==> src/rtl/mips_pkg.sv <==
// Shared definitions for the MIPS datapath blocks: sizing defaults, the
// register-file clear FSM encoding and a constant log2 helper.
package mips_pkg;

    localparam int unsigned DefDataWidth = 32;
    localparam int unsigned DefDepth     = 32;

    typedef enum logic {
        StIdle     = 1'b0,
        StClearing = 1'b1
    } rf_state_e;

    function automatic int unsigned clog2(input int unsigned n);
        int unsigned r;
        r = 0;
        while ((32'd1 << r) < n) begin
            r++;
        end
        return r;
    endfunction

endpackage

==> src/rtl/rf_read_port.sv <==
// One combinational read port: storage mux, optional same-cycle write
// forwarding (port 1 wins) and the hardwired zero register.
module rf_read_port
    import mips_pkg::*;
#(
    parameter int unsigned DATA_WIDTH = DefDataWidth,
    parameter int unsigned DEPTH      = DefDepth,
    parameter bit          BYPASS     = 1'b1,
    parameter bit          ZERO_REG   = 1'b1,
    localparam int unsigned AW        = clog2(DEPTH)
) (
    input  logic [AW-1:0]         ra_i,
    input  logic [DATA_WIDTH-1:0] mem_i [DEPTH],
    input  logic                  we0_i,
    input  logic [AW-1:0]         wa0_i,
    input  logic [DATA_WIDTH-1:0] wd0_i,
    input  logic                  we1_i,
    input  logic [AW-1:0]         wa1_i,
    input  logic [DATA_WIDTH-1:0] wd1_i,
    output logic [DATA_WIDTH-1:0] rd_o
);

    always_comb begin
        rd_o = mem_i[ra_i];
        if (BYPASS) begin
            if (we1_i && (wa1_i == ra_i)) begin
                rd_o = wd1_i;
            end else if (we0_i && (wa0_i == ra_i)) begin
                rd_o = wd0_i;
            end
        end
        if (ZERO_REG && (ra_i == '0)) begin
            rd_o = '0;
        end
    end

endmodule

==> src/rtl/reg_file_mp.sv <==
// Multi-port register file: NUM_RD read ports, two write ports, async reset of
// all entries and a sequential bulk-clear engine that sweeps one entry per cycle.
module reg_file_mp
    import mips_pkg::*;
#(
    parameter int unsigned DATA_WIDTH = DefDataWidth,
    parameter int unsigned DEPTH      = DefDepth,
    parameter int unsigned NUM_RD     = 2,
    parameter bit          BYPASS     = 1'b1,
    parameter bit          ZERO_REG   = 1'b1,
    localparam int unsigned AW        = clog2(DEPTH)
) (
    input  logic                         CLK,
    input  logic                         RST_N,
    input  logic [NUM_RD*AW-1:0]         RA,
    output logic [NUM_RD*DATA_WIDTH-1:0] RD,
    input  logic                         WE0,
    input  logic [AW-1:0]                WA0,
    input  logic [DATA_WIDTH-1:0]        WD0,
    input  logic                         WE1,
    input  logic [AW-1:0]                WA1,
    input  logic [DATA_WIDTH-1:0]        WD1,
    input  logic                         CLR_REQ,
    output logic                         BUSY,
    output logic                         CLR_DONE
);

    rf_state_e             state_q, state_d;
    logic [AW-1:0]         idx_q, idx_d;
    logic                  done_q, done_d;
    logic [DATA_WIDTH-1:0] mem_q [DEPTH];
    logic                  idle;
    logic                  we0_eff, we1_eff;

    assign idle    = (state_q == StIdle);
    // Writes are dropped (not queued) while clearing and never land on entry 0.
    assign we0_eff = idle && WE0 && !(ZERO_REG && (WA0 == '0));
    assign we1_eff = idle && WE1 && !(ZERO_REG && (WA1 == '0));

    always_comb begin
        state_d = state_q;
        idx_d   = idx_q;
        done_d  = 1'b0;
        case (state_q)
            StIdle: begin
                if (CLR_REQ) begin
                    state_d = StClearing;
                    idx_d   = '0;
                end
            end
            StClearing: begin
                idx_d = idx_q + 1'b1;
                if (idx_q == AW'(DEPTH - 1)) begin
                    state_d = StIdle;
                    done_d  = 1'b1;
                end
            end
            default: state_d = StIdle;
        endcase
    end

    always_ff @(posedge CLK or negedge RST_N) begin
        if (!RST_N) begin
            state_q <= StIdle;
            idx_q   <= '0;
            done_q  <= 1'b0;
        end else begin
            state_q <= state_d;
            idx_q   <= idx_d;
            done_q  <= done_d;
        end
    end

    // Port 1 is assigned last so it wins an address collision.
    always_ff @(posedge CLK or negedge RST_N) begin
        if (!RST_N) begin
            for (int i = 0; i < int'(DEPTH); i++) begin
                mem_q[i] <= '0;
            end
        end else if (state_q == StClearing) begin
            mem_q[idx_q] <= '0;
        end else begin
            if (we0_eff) mem_q[WA0] <= WD0;
            if (we1_eff) mem_q[WA1] <= WD1;
        end
    end

    for (genvar p = 0; p < int'(NUM_RD); p++) begin : g_rd
        rf_read_port #(
            .DATA_WIDTH(DATA_WIDTH),
            .DEPTH     (DEPTH),
            .BYPASS    (BYPASS),
            .ZERO_REG  (ZERO_REG)
        ) u_rd_port (
            .ra_i (RA[p*AW +: AW]),
            .mem_i(mem_q),
            .we0_i(we0_eff),
            .wa0_i(WA0),
            .wd0_i(WD0),
            .we1_i(we1_eff),
            .wa1_i(WA1),
            .wd1_i(WD1),
            .rd_o (RD[p*DATA_WIDTH +: DATA_WIDTH])
        );
    end

    assign BUSY     = (state_q == StClearing);
    assign CLR_DONE = done_q;

endmodule

==> config.mk <==
export PLATFORM = sky130hd
export DESIGN_NAME = reg_file_mp
export DESIGN_NICKNAME = d
export VERILOG_FILES = /design/src/rtl/mips_pkg.sv /design/src/rtl/rf_read_port.sv /design/src/rtl/reg_file_mp.sv
export SDC_FILE = /design/constraint.sdc
export NUM_CORES = 2
export LEC_CHECK = 0
export CAP_MARGIN = 5
export CELL_PAD_IN_SITES_DETAIL_PLACEMENT = 1
export CELL_PAD_IN_SITES_GLOBAL_PLACEMENT = 1
export CORE_ASPECT_RATIO = 0.8
export CORE_MARGIN = 1
export CORE_UTILIZATION = 46
export DETAILED_ROUTE_END_ITERATION = 8
export PLACE_DENSITY_LB_ADDON = 0.3
export SLEW_MARGIN = 20
export SYNTH_ARGS = -nofsm -noshare
export SYNTH_HDL_FRONTEND = slang
export SYNTH_SLANG_ARGS = --single-unit
==> constraint.sdc <==
create_clock -name CLK -period 3.1 [get_ports CLK]
set_input_delay 0.62 -clock CLK [delete_from_list [all_inputs] [get_ports CLK]]
set_output_delay 0.62 -clock CLK [all_outputs]
set_load 0.005 [all_outputs]
==> results by group <==
Setup path
  – R2R depth: 8
  – Reg2reg end: mem_q[567]
  – Crit path capture type: output pin
  – CP Class: reg2out
  – CP startpoint: BUSY
  – CP endpoint: RD[50]
  – R2R Setup Slk: -0.04 ns
  – Worst EP arrival: 2.99 ns
  – Req. time, crit path: ~2.5 ns
  – Worst Path Max Fanout: 8
  – Crit path launch type: flip-flop
  – Worst r2r src: BUSY

Placement
  – Port bufs: 154
  – Dpl ws: -1.09 ns
  – Placed inst area: 84900 um2
  – Hpwl dp: 262000 um
  – GP Congestion: 1.04
  – Placed insts: 10.1k

Clock tree
  – H-tree depth: 3
  – Worst-Skew Late Latency: 0.79 ns
  – Clock Sinks: 1031
  – TritonCTS clock tree: done
  – CTS root buffer: clkbuf_16
  – CTS buffer count: 116
  – CTS max path bufs: 3
  – Clock transition at path regs: 0.07 ns

Logic synthesis
  – YS warnings: 0
  – Yosys cell types: 67
  – Synth Register Bits: 1031
  – Async set-reset flop share out of synthesis: 100%
  – Post-synthesis sequential area ratio: 34.5%
  – Ys flop type: dfrtp_1
  – Syn Inst Count: between 7k and 8k
  – Number of synthesized flops with an enable pin: 0
  – Mapped Area: 74800 um2
  – Syn_nets: 8007
  – Syn Area/Cell: 9.45 um2

Routing
  – Initial DRC count: 11.0k
  – DR DRC count: 0
  – DR pass1 iterations: 6
  – DRT Wirelength: just under 400000 um
  – Antenna-violating nets left: 0
  – Avg Vias per Cell: 7.43
  – Routed vias: 78.0k
  – Routed len/inst: 37.8 um

Timing
  – Unrepaired setup endpoints after global routing: yes
  – Fin. max-slew vios: 0
  – Fin crit period: 3.61 ns
  – Worst Max-Slew Pin Slew: 1.01 ns
  – Final Hold Vio Count: 0
  – TNS Setup: -25.01 ns
  – Clk_skew: 0.0229 ns
  – Hold Slack: 0.351 ns
  – Slew headroom: 32.4%
  – Fin crit share: 116%
  – Endpoints failing setup: 65
  – Final worst slack: -0.506 ns
  – FMAX: 277 MHz

Final layout
  – Finished Layout Cells: between 10k and 15k
  – Filler cell count: 17.2k
  – Layout cell share with drive strength beyond 1: 24.6%
  – Post-layout util: 57.3%
  – Post-Layout Inst Area: around 90000 um2
  – P&R area growth vs syn: 23.1%
  – Nets@finish: 8368

Floorplan
  – Starting Density: 46.6%
  – Core Box Area: 160000 um2
  – Die Ht: approximately 360 um
  – Die width: 453 um
  – IO Pins: 155
  – Num rows: 131
  – Die area: 164000 um2

Status
  – Failing checks: negative setup slack
  – Status: finished, violations left

Power
  – NetSw: between 20 and 25 mW
  – Peak supply drop: 0.625 mV
  – Clk pwr share: 29.0%
  – Internal power consumption: 31.4 mW
  – Sw frac: between 30% and 40%
  – Seq pwr share: 34.3%
  – Cell Pwr Density: between 500 and 600 nW/um2
  – Pwr Total: between 50 and 60 mW
  – Pleak: 40.8 nW
  – Combinational cell fraction of total power: 36.7%

Global route
  – Largest net degree at the start of global routing: 170
  – Vias in the first global route: 78.7k
  – Initial antenna violation count: 15
  – Gr usage total: between 40% and 50%
  – First-pass GRT wire length: 568000 um
  – Total congestion overflow: 0

Hold path
  – Hold Crit Class: in2async

Job
  – Max Cap Viol: 0
-- repair_timing --
action                                  in CTS  in global routing
buffers inserted                           136                 43
endpoints found under the setup margin      64                 65
cloned                                      10                  4
pin swaps                                   94                 42
hold endpoints to repair                    11                  0
hold buffers                                 1                  0
resized for setup                          548                104
-- how the worst min path moves through the flow --
stage           startpoint     endpoint  slack (ns)
4_1_cts              RST_N   mem_q[659]        0.33
6_report             RST_N   mem_q[659]        0.35
3_5_place_dp   mem_q[1014]  mem_q[1014]        0.50
3_3_place_gp    mem_q[829]   mem_q[829]        0.48
5_1_grt              RST_N   mem_q[659]        0.36
2_1_floorplan        RST_N         BUSY        0.32
-- flip-flops by register name, summed over array words and instances, names as in the netlist --
register and count:
idx_q 5, CLR_DONE 1, mem_q 1024, BUSY 1
-- cells in the final DEF, fill, tap and decap left out, types with 68 or more instances in the layout --
master,count
o21ai_0,383
clkbuf_16,124
mux4_2,347
dfrtp_1,1030
nand2_1,300
nor2_1,782
a22o_1,797
o31ai_1,194
mux2i_1,1036
a21oi_1,1073
nor3_1,68
buf_4,835
buf_12,203
buf_2,68
-- layer usage --
| layer | up-vias | wire, um | GRT usage [%] |
|---|---|---|---|
| li1 | 30711 | - | - |
| met1 | 40169 | 149000 | 61.3 |
| met2 | 5713 | 166000 | 67.1 |
| met3 | 1412 | 54100 | 16.2 |
| met4 | 14 | 27400 | 28.5 |
| met5 | - | 308 | 0.973 |
-- power groups by stage --
stage	Clock, mW	Combinational [mW]	Sequential [mW]
after detailed placement	0	17.1	17.9
after floorplan	0	9.89	17.1
final	15.0	19.0	17.7
after CTS	15.0	18.0	17.6
after global placement	0	16.4	17.7
after global routing	15.4	19.5	17.9
-- critical path: stages (launching register included) --
cell	delay, ns
dfrtp_2	0.45
inv_8	0.09
o311ai_4	0.09
buf_6	0.15
or3_4	0.36
nand3b_1	0.11
buf_6	0.11
buf_6	0.10
buf_8	0.15
buf_16	0.18
o211ai_1	0.19
buf_2	0.20
-- Yosys cell counts (40+ instances only) --
library cell,count,share of area [%]
a22o_1,822,9.6
buf_1,67,0.34
a221oi_1,40,0.47
o22ai_1,55,0.46
o221ai_1,93,1.1
nand2_1,339,1.7
mux2i_1,1036,14
mux2_2,48,0.72
clkbuf_1,782,3.9
a21oi_1,1086,7.3
o31ai_1,196,2.0
mux4_2,347,10
dfrtp_1,1031,35
nor3_1,71,0.48
nor2_1,806,4.0
buf_2,154,1.0
o21ai_0,387,2.6
-- logic make-up (layout without fill, tap and decap cells) --
family,count (synthesis),after routing,share of synthesized area [%]
XOR/XNOR,22,22,0.258
buffers and inverters,1078,1532,5.85
AND/OR/NAND/NOR,1420,1420,8.12
multiplexers,1431,1431,25.0
other,0,3,0
adder cells (fa/ha/maj),5,5,0.0837
AO/OA/AOI/OAI,2926,2926,26.1
flip-flops,1031,1031,34.5
-- final cells by class --
type / instances / area (um2) / area share [%]
Tap cell: 2128 / 2660 / 2.89
Timing Repair Buffer: 1282 / 13100 / 14.2
Clock inverter: 44 / 547 / 0.594
Antenna cell: 3 / 7.51 / 0.00816
Sequential cell: 1031 / 25800 / 28.0
Multi-Input combinational cell: 5804 / 46400 / 50.4
Clock buffer: 167 / 3380 / 3.67
Inverter: 39 / 154 / 0.167
No activity file was read; power rests on OpenSTA's default activity.
